[src/rtl/simd_cfg_bridge.sv]
// rtl/simd_cfg_bridge.sv - PE shadow config regs, commit FIFO and stOp dispatch with outstanding tracking (optional readback: SIMD_CFG_BRIDGE_READBACK_EN)
`ifndef PE_PE_ID_RANGE
`define PE_PE_ID_RANGE 7:0
`endif

module simd_cfg_bridge #(
  parameter int NUM_LANES       = 32,
  parameter int REG_WIDTH       = 32,
  parameter int NUM_REGS        = 8,
  parameter int FIFO_DEPTH      = 4,
  parameter int MAX_OUTSTANDING = 15,
  localparam int AW = (NUM_REGS > 1) ? $clog2(NUM_REGS) : 1,
  localparam int OW = $clog2(MAX_OUTSTANDING + 1)
) (
  input  logic                          clk,
  input  logic                          reset_poweron,
  input  logic [`PE_PE_ID_RANGE]        peId,
  input  logic                          cntl__simd__wr_valid,
  input  logic [AW-1:0]                 cntl__simd__wr_addr,
  input  logic [REG_WIDTH-1:0]          cntl__simd__wr_data,
  input  logic                          cntl__simd__commit,
  input  logic [NUM_LANES-1:0]          cntl__simd__lane_mask,
  output logic                          simd__cntl__busy,
  output logic                          simd__cntl__idle,
  output logic                          simd__cntl__commit_drop,
  output logic                          simd__cntl__err,
  output logic                          simd__stOp__valid,
  output logic [NUM_REGS*REG_WIDTH-1:0] simd__stOp__cfg,
  output logic [NUM_LANES-1:0]          simd__stOp__lane_en,
  output logic [7:0]                    simd__stOp__tag,
  input  logic                          stOp__simd__ready,
  input  logic                          stOp__simd__done
`ifdef SIMD_CFG_BRIDGE_READBACK_EN
  ,
  input  logic [AW-1:0]                 cntl__simd__rd_addr,
  output logic [REG_WIDTH-1:0]          simd__cntl__rd_data
`endif
);

  localparam int CFG_W = NUM_REGS * REG_WIDTH;
  localparam int PW    = (FIFO_DEPTH > 1) ? $clog2(FIFO_DEPTH) : 1;
  localparam int CW    = $clog2(FIFO_DEPTH + 1);

  logic [REG_WIDTH-1:0] shadow_q   [NUM_REGS];
  logic [REG_WIDTH-1:0] shadow_d   [NUM_REGS];
  logic [CFG_W-1:0]     cfg_mem_q  [FIFO_DEPTH];
  logic [CFG_W-1:0]     cfg_mem_d  [FIFO_DEPTH];
  logic [NUM_LANES-1:0] lane_mem_q [FIFO_DEPTH];
  logic [NUM_LANES-1:0] lane_mem_d [FIFO_DEPTH];
  logic [7:0]           tag_mem_q  [FIFO_DEPTH];
  logic [7:0]           tag_mem_d  [FIFO_DEPTH];
  logic [PW-1:0]        wr_ptr_q, wr_ptr_d, rd_ptr_q, rd_ptr_d;
  logic [CW-1:0]        count_q, count_d;
  logic [7:0]           seq_q, seq_d;
  logic [OW-1:0]        outst_q, outst_d;
  logic                 err_q, err_d;
  logic                 commit_drop_q, commit_drop_d;
  logic [CFG_W-1:0]     snap;
  logic                 fifo_empty, fifo_full, out_limit, valid, pop, push;

  // The PE id is not carried in the payload; keep it visibly consumed.
  logic unused_peid;
  assign unused_peid = ^peId;

  // Shadow register update; the snapshot sees a same-cycle write (write-through).
  always_comb begin
    shadow_d = shadow_q;
    snap     = '0;
    for (int i = 0; i < NUM_REGS; i++) begin
      if (cntl__simd__wr_valid && (32'(cntl__simd__wr_addr) == i)) shadow_d[i] = cntl__simd__wr_data;
      snap[i*REG_WIDTH +: REG_WIDTH] = shadow_d[i];
    end
  end

  // Handshake qualifiers: dispatch is throttled by the outstanding limit.
  always_comb begin
    fifo_empty = (count_q == '0);
    fifo_full  = (count_q == CW'(FIFO_DEPTH));
    out_limit  = (outst_q == OW'(MAX_OUTSTANDING));
    valid      = !fifo_empty && !out_limit;
    pop        = valid && stOp__simd__ready;
    push       = cntl__simd__commit && (!fifo_full || pop);
  end

  // Circular snapshot FIFO plus commit sequence numbering.
  always_comb begin
    cfg_mem_d     = cfg_mem_q;
    lane_mem_d    = lane_mem_q;
    tag_mem_d     = tag_mem_q;
    wr_ptr_d      = wr_ptr_q;
    rd_ptr_d      = rd_ptr_q;
    count_d       = count_q;
    seq_d         = seq_q;
    commit_drop_d = cntl__simd__commit && !push;
    if (push) begin
      for (int j = 0; j < FIFO_DEPTH; j++) begin
        if (32'(wr_ptr_q) == j) begin
          cfg_mem_d[j]  = snap;
          lane_mem_d[j] = cntl__simd__lane_mask;
          tag_mem_d[j]  = seq_q;
        end
      end
      wr_ptr_d = (wr_ptr_q == PW'(FIFO_DEPTH - 1)) ? '0 : wr_ptr_q + PW'(1);
      seq_d    = seq_q + 8'd1;
    end
    if (pop) rd_ptr_d = (rd_ptr_q == PW'(FIFO_DEPTH - 1)) ? '0 : rd_ptr_q + PW'(1);
    case ({push, pop})
      2'b10:   count_d = count_q + CW'(1);
      2'b01:   count_d = count_q - CW'(1);
      default: count_d = count_q;
    endcase
  end

  // Outstanding-op accounting; a done with nothing in flight is flagged sticky.
  always_comb begin
    outst_d = outst_q;
    err_d   = err_q;
    case ({pop, stOp__simd__done})
      2'b10: outst_d = outst_q + OW'(1);
      2'b01: begin
        if (outst_q == '0) err_d = 1'b1;
        else               outst_d = outst_q - OW'(1);
      end
      default: outst_d = outst_q;
    endcase
  end

  // State registers; memories are cleared so outputs read 0 after reset.
  always_ff @(posedge clk) begin
    if (reset_poweron) begin
      for (int i = 0; i < NUM_REGS; i++) shadow_q[i] <= '0;
      for (int j = 0; j < FIFO_DEPTH; j++) begin
        cfg_mem_q[j]  <= '0;
        lane_mem_q[j] <= '0;
        tag_mem_q[j]  <= '0;
      end
      wr_ptr_q      <= '0;
      rd_ptr_q      <= '0;
      count_q       <= '0;
      seq_q         <= '0;
      outst_q       <= '0;
      err_q         <= 1'b0;
      commit_drop_q <= 1'b0;
    end else begin
      shadow_q      <= shadow_d;
      cfg_mem_q     <= cfg_mem_d;
      lane_mem_q    <= lane_mem_d;
      tag_mem_q     <= tag_mem_d;
      wr_ptr_q      <= wr_ptr_d;
      rd_ptr_q      <= rd_ptr_d;
      count_q       <= count_d;
      seq_q         <= seq_d;
      outst_q       <= outst_d;
      err_q         <= err_d;
      commit_drop_q <= commit_drop_d;
    end
  end

  assign simd__cntl__busy        = fifo_full;
  assign simd__cntl__idle        = fifo_empty && (outst_q == '0);
  assign simd__cntl__commit_drop = commit_drop_q;
  assign simd__cntl__err         = err_q;
  assign simd__stOp__valid       = valid;
  assign simd__stOp__cfg         = cfg_mem_q[rd_ptr_q];
  assign simd__stOp__lane_en     = lane_mem_q[rd_ptr_q];
  assign simd__stOp__tag         = tag_mem_q[rd_ptr_q];

`ifdef SIMD_CFG_BRIDGE_READBACK_EN
  logic [REG_WIDTH-1:0] rd_data_q, rd_data_d;

  // Registered readback of the committed shadow value; out-of-range reads give 0.
  always_comb begin
    rd_data_d = '0;
    for (int i = 0; i < NUM_REGS; i++) begin
      if (32'(cntl__simd__rd_addr) == i) rd_data_d = shadow_q[i];
    end
  end

  // Readback data register.
  always_ff @(posedge clk) begin
    if (reset_poweron) rd_data_q <= '0;
    else               rd_data_q <= rd_data_d;
  end

  assign simd__cntl__rd_data = rd_data_q;
`endif

endmodule

[config.mk]
export PLATFORM = sky130hd
export DESIGN_NAME = simd_cfg_bridge
export DESIGN_NICKNAME = d
export VERILOG_FILES = /design/src/rtl/simd_cfg_bridge.sv
export SDC_FILE = /design/constraint.sdc
export NUM_CORES = 2
export LEC_CHECK = 0
export ABC_CLOCK_PERIOD_IN_PS = 6500
export CELL_PAD_IN_SITES_DETAIL_PLACEMENT = 0
export CELL_PAD_IN_SITES_GLOBAL_PLACEMENT = 1
export CORE_MARGIN = 2
export CORE_UTILIZATION = 50
export CTS_CLUSTER_SIZE = 12
export DETAILED_ROUTE_END_ITERATION = 10
export PLACE_DENSITY = 0.87
export SLEW_MARGIN = 20
export SYNTH_ARGS = -nofsm -noshare
export SYNTH_HDL_FRONTEND = slang
export SYNTH_SLANG_ARGS = --single-unit
[constraint.sdc]
create_clock -name clk -period 6.5 [get_ports clk]
set_input_delay 1.95 -clock clk [delete_from_list [all_inputs] [get_ports clk]]
set_output_delay 1.95 -clock clk [all_outputs]
set_load 0.01 [all_outputs]
# == After elaboration in Yosys (flattened, before gate mapping) ==
# Cells that the tools add are included.
# classes
addsub,7
n_lt_le_gt_ge,1
n_eq_ne,18
mux,22
bitwise_logic,1
n_reduce_logical,30
# ops
cell,count
binary-select mux 256 bit (select 2 bit),1
2-to-1 mux 256 bit,2
2-to-1 mux 32 bit,10
binary-select mux 32 bit (select 2 bit),1
binary-select mux 8 bit (select 2 bit),1
2-to-1 mux 8 bit,2
equality test 3 bit (second input constant),5
logical AND 1 bit,13
AND reduction 2 bit,6
equality test 2 bit (second input constant),5
adder 8 x 1 -> 8 bit (second input constant),1
one-hot mux 4 bit (2 select lines),1
equality test 2 x 1 -> 1 bit (second input constant),3
equality test 3 x 2 -> 1 bit (second input constant),2
logical NOT 3 bit,2
one-hot mux 3 bit (2 select lines),1
adder 2 x 1 -> 2 bit (second input constant),2
adder 4 x 1 -> 4 bit (second input constant),1
equality test 4 bit (second input constant),1
logical NOT 1 bit,4
logical NOT 4 bit,1
2-to-1 mux 2 bit,2
2-to-1 mux 4 bit,1
nonzero test 2 bit,2
other kinds (9),9
# word_totals
reg_bits,1461
in_bits,81
out_inout_bits,301
elab_cells,106

# == Logic depth before layout (Yosys ltp) ==
# depth
ltp_word,8
depth_mapped,9

# == Least setup slack after synthesis ==
# Ideal clock, no wire load.
# synth_path
path_kind,register -> output
from,register rd_ptr_q[0]
to,output simd__stOp__lane_en[30]
t_arrival_ns,1.845
setup_slack_ns,2.705
path_stages_with_launch,5
n_path_buf,3
path_cell_list,dfxtp_1 -> buf_2 -> buf_2 -> buf_1 -> mux4_2
# synth_via
elab_chain_len,4
# synth_lines
item,line_no,source
from (decl),52,"logic [PW-1:0] wr_ptr_q, wr_ptr_d, rd_ptr_q, rd_ptr_d;"
from (signal assigned),150,rd_ptr_q <= rd_ptr_d;
NOT 2 -> 3 bit (implied by the code),165,assign simd__stOp__lane_en = lane_mem_q[rd_ptr_q];
binary-select mux 32 bit (select 2 bit),165,
2-to-1 mux 32 bit (implied by the code) (2 in a row),165,
to (decl),29,"output logic [NUM_LANES-1:0] simd__stOp__lane_en,"
# No other way between the ends. The select of a mux whose other input is x is not followed.

# == Worst setup path after layout ==
# layout_path
from,register rd_ptr_q[0]
to,output simd__stOp__cfg[224]
# layout_via
elab_chain_len,4
# layout_lines
item,line_no,source
NOT 2 -> 3 bit (implied by the code),164,assign simd__stOp__cfg = cfg_mem_q[rd_ptr_q];
binary-select mux 256 bit (select 2 bit),164,
2-to-1 mux 256 bit (implied by the code) (2 in a row),164,
to (decl),28,"output logic [NUM_REGS*REG_WIDTH-1:0] simd__stOp__cfg,"
# No other way between the ends. The select of a mux whose other input is x is not followed.

==> impl_metrics.ini <==
[timing]
worstMarginPinSlew_ns = 1.16
rsz0062_at_grt = no
min_period_ns = 5.41
finClkSkew_ns = 0.0262
setup_viol = 0
drv_slew = 0
fin_tns_setup_ns = 0
hold_viol = 0
max_freq_mhz = 185
worst_hold_slack_ns = 0.473
fin_crit_sh_pct = 83.2
fin_ws_ns = 1.09
slew_headroom_pct = 22.4

[setup_path]
worstSetupStartpointType = register
rr_worst_depth = 5
timing.rr.end = cfg_mem_q[698]$_SDFFE_PP0P_
crit_type = reg2out
cp-end-kind = output port
r2r_setup_slack_ns = 3.62
crit_path_max_fanout = 44
worstReg2RegStart = count_q[2]$_SDFFE_PP0P_
worstPathRequired_ns = 4.55
cp.arrival_ns = 3.46

[place]
hpwl_um = 97600
gp_congestion = 0.771
place_area_mm2 = 0.0631
io_buffers = 373
preCtsSetupSlack_ns = 1.73

[yosys]
synth_nets = 5742
yosysSeqAreaShare_pct = 49.9
synth_cell_type_count = 45
ys_ff_latch = 1461
synthAdderAreaFrac_pct = 0.239
syn_avg_cell_area_um2 = 10.4
synth_xor_area_share_pct = 0.0449
synth.area.mux_share_pct = 15.9
synth_compound_area_share_pct = 25.0
synth_area_mm2 = 0.0586
synth-simple-area-share_pct = 3.81
synthCells = 5651
synth_top_family_by_area = compound AO/OA/AOI/OAI gates
yosys_warnings = 0

[drt]
first_pass_iters = 5
ant_nets = 0
wl_per_cell_um = 25.3
wl_um = 183000
drc_errors = 0
drtIter0Drc = 5360
vias_per_cell = 6.49
dr_total_vias = 47000

[power_and_ir_drop]
switching_share_pct = 26.8
p_per_area_mw_per_mm2 = 313
p_sw_mw = 5.68
ir_worst_vdd_uv = 248
p_comb_share_pct = 15.7
power_frac_seq_pct = 45.7
power.static_leakage_nw = 22.1
internal-power_mw = 15.5
clkPwrFrac_pct = 38.6

[cts]
clock_path_buffers = 3
clock_latency_ns = 0.76
htreeDepth = 4
cts_hold_buf = 0
cts_sinks = 1461
cts_resized = 0
cts_tree = built
numCtsBuffers = 152
post_cts.repair.setup_buffers = 0
cts-root-buf = clkbuf_16
path_clk_slew_ns = 0.06

[global_routing]
globalRouteOverflowTotal = 0
grt_use_met3_pct = 5.45
grt_max_degree = 188
grt_pass1_vias = 45100
antenna_found_initial = 12
use_met1_pct = 39.5
grt_pass1_wl_um = 278000
use_met2_pct = 47.4
grt-busiest-layer = met2
track_usage_pct = 29.6

[floorplanning]
rows = 125
pin_count = 382
die_x_um = 346
die_area_mm2 = 0.120
start_util_pct = 50.4
die_h_um = 346
core_area_mm2 = 0.116

[flow_run]
cap_violations = 0

[finish]
nFillCells = 9758
fin_util_pct = 58.3
syn_to_final_growth_pct = 15.7
drive_above_1_share_pct = 11.6
fin_area_mm2 = 0.0678
finalNetCount = 5702
register_area_mm2 = 0.0293
multiInputGateArea_mm2 = 0.0264

[min_path]
whs_path_depth = 2
hold_path.class = reg2reg
min_to = lane_mem_q[127]$_SDFFE_PP0P_
hold_start = lane_mem_q[127]$_SDFFE_PP0P_

[status]
outcome = completed
-- logic make-up after synthesis --
logic type | Yosys count
buf+inv | 718
xor+xnor | 3
flops | 1461
simple gates | 497
compound gates | 2404
mux | 558
fa+ha+maj | 10
-- layout by cell type (no fill, tap or decap), types with 4 or more instances in the layout --
cell,Yosys,final
a211oi_1,1025,1025
nor2_1,273,269
a21oi_1,1199,1199
mux2i_1,258,258
or4_1,6,6
ha_1,8,8
nand4_1,5,5
o21ai_0,167,167
clkbuf_1,422,56
mux4_2,296,296
inv_1,8,8
nor2_4,0,4
and2_4,0,4
clkinv_8,0,5
clkbuf_8,0,17
buf_4,0,86
buf_12,0,56
clkbuf_16,0,156
nand2_1,11,11
nand3_1,168,168
nor2b_1,5,5
nand4b_1,4,4
dfxtp_1,1461,1459
clkinv_2,0,14
clkdlybuf4s50_1,0,371
nor3_1,7,7
-- critical path: stages, from the launching register on --
cell             delay, ns
dfxtp_4               1.04
buf_12                0.41
mux4_2                0.61
clkdlybuf4s50_1       0.53
-- Yosys cell counts, drive strengths merged --
| cell type | instances | area share, % |
|---|---|---|
| or3 | 3 | 0.032 |
| and3b | 1 | 0.015 |
| a31oi | 2 | 0.021 |
| o221a | 1 | 0.019 |
| and4 | 2 | 0.030 |
| nand3 | 168 | 1.4 |
| mux2i | 258 | 4.4 |
| o311ai | 1 | 0.015 |
| mux2 | 4 | 0.077 |
| nand4b | 4 | 0.060 |
| inv | 8 | 0.051 |
| a31o | 1 | 0.015 |
| a21oi | 1199 | 10 |
| a211oi | 1025 | 13 |
| ha | 8 | 0.17 |
| nor2b | 5 | 0.053 |
| nor4b | 1 | 0.026 |
| a21boi | 1 | 0.032 |
| nand2 | 11 | 0.071 |
| nor4 | 2 | 0.021 |
| o311a | 1 | 0.017 |
| or4 | 6 | 0.077 |
| nor4bb | 2 | 0.034 |
| nor3 | 8 | 0.077 |
| and2 | 5 | 0.053 |
| fa | 2 | 0.068 |
| clkbuf | 423 | 2.7 |
| nor2 | 273 | 1.7 |
| o21ai | 168 | 1.4 |
| o41ai | 1 | 0.015 |
| nor3b | 1 | 0.021 |
| xnor2 | 2 | 0.030 |
| mux4 | 296 | 11 |
| dfxtp | 1461 | 50 |
| xor2 | 1 | 0.015 |
| nand4 | 5 | 0.053 |
| a32o | 1 | 0.017 |
| o31ai | 3 | 0.038 |
| buf | 287 | 2.3 |
-- worst max path at each step --
stage	to	slack (ns)	cells past startpoint	from
global placement	cfg_mem_q[417]$_SDFFE_PP0P_	1.78	6	stOp__simd__ready
CTS	simd__stOp__cfg[229]	1.03	3	rd_ptr_q[0]$_SDFFE_PP0P_
floorplan	simd__stOp__lane_en[30]	2.70	4	rd_ptr_q[0]$_SDFFE_PP0P_
global route	simd__stOp__cfg[228]	0.95	3	rd_ptr_q[0]$_SDFFE_PP0P_
finish	simd__stOp__cfg[224]	1.09	3	rd_ptr_q[0]$_SDFFE_PP0P_
detailed placement	cfg_mem_q[983]$_SDFFE_PP0P_	1.73	7	stOp__simd__ready
-- power by group through the flow --
stage / clock, mW / combinational [mW] / sequential (mW)
2_1_floorplan: 0 / 2.07 / 9.76
3_3_place_gp: 0 / 3.27 / 9.85
3_5_place_dp: 0 / 3.31 / 9.87
4_1_cts: 8.29 / 3.32 / 9.68
5_1_grt: 8.67 / 3.54 / 9.73
6_report: 8.19 / 3.33 / 9.68
-- registers in the layout, indices dropped and copies added, names as in the netlist --
| register | cells |
|---|---|
| wr_ptr_q | 2 |
| simd__cntl__commit_drop | 1 |
| count_q | 3 |
| seq_q | 8 |
| cfg_mem_q | 1024 |
| outst_q | 4 |
| lane_mem_q | 128 |
| rd_ptr_q | 2 |
| shadow_q | 256 |
| tag_mem_q | 32 |
| simd__cntl__err | 1 |
-- layer usage --
metal,up-vias,share of wire (%)
met5,-,0.025
met4,8,3.9
met3,326,8.1
met2,2016,47
met1,23200,41
li1,21400,-
-- final cells by class --
cell class	instances	share of cell area, %
Multi-Input combinational cell	3472	39.0
Timing Repair Buffer	516	8.16
Inverter	8	0.0443
Clock inverter	28	0.358
Antenna cell	2	0.00739
Sequential cell	1461	43.2
Tap cell	1524	2.81
Clock buffer	229	6.42
-- through the flow --
| step | power [mW] | std cells |
|---|---|---|
| 2_1_floorplan | 11.8 | 5651 |
| 3_3_place_gp | 13.1 | 6980 |
| 3_5_place_dp | 13.2 | 6980 |
| 4_1_cts | 21.3 | 7237 |
| 5_1_grt | 21.9 | 7238 |
| 6_report | 21.2 | 7240 |
No activity file was read; power rests on OpenSTA's default activity.
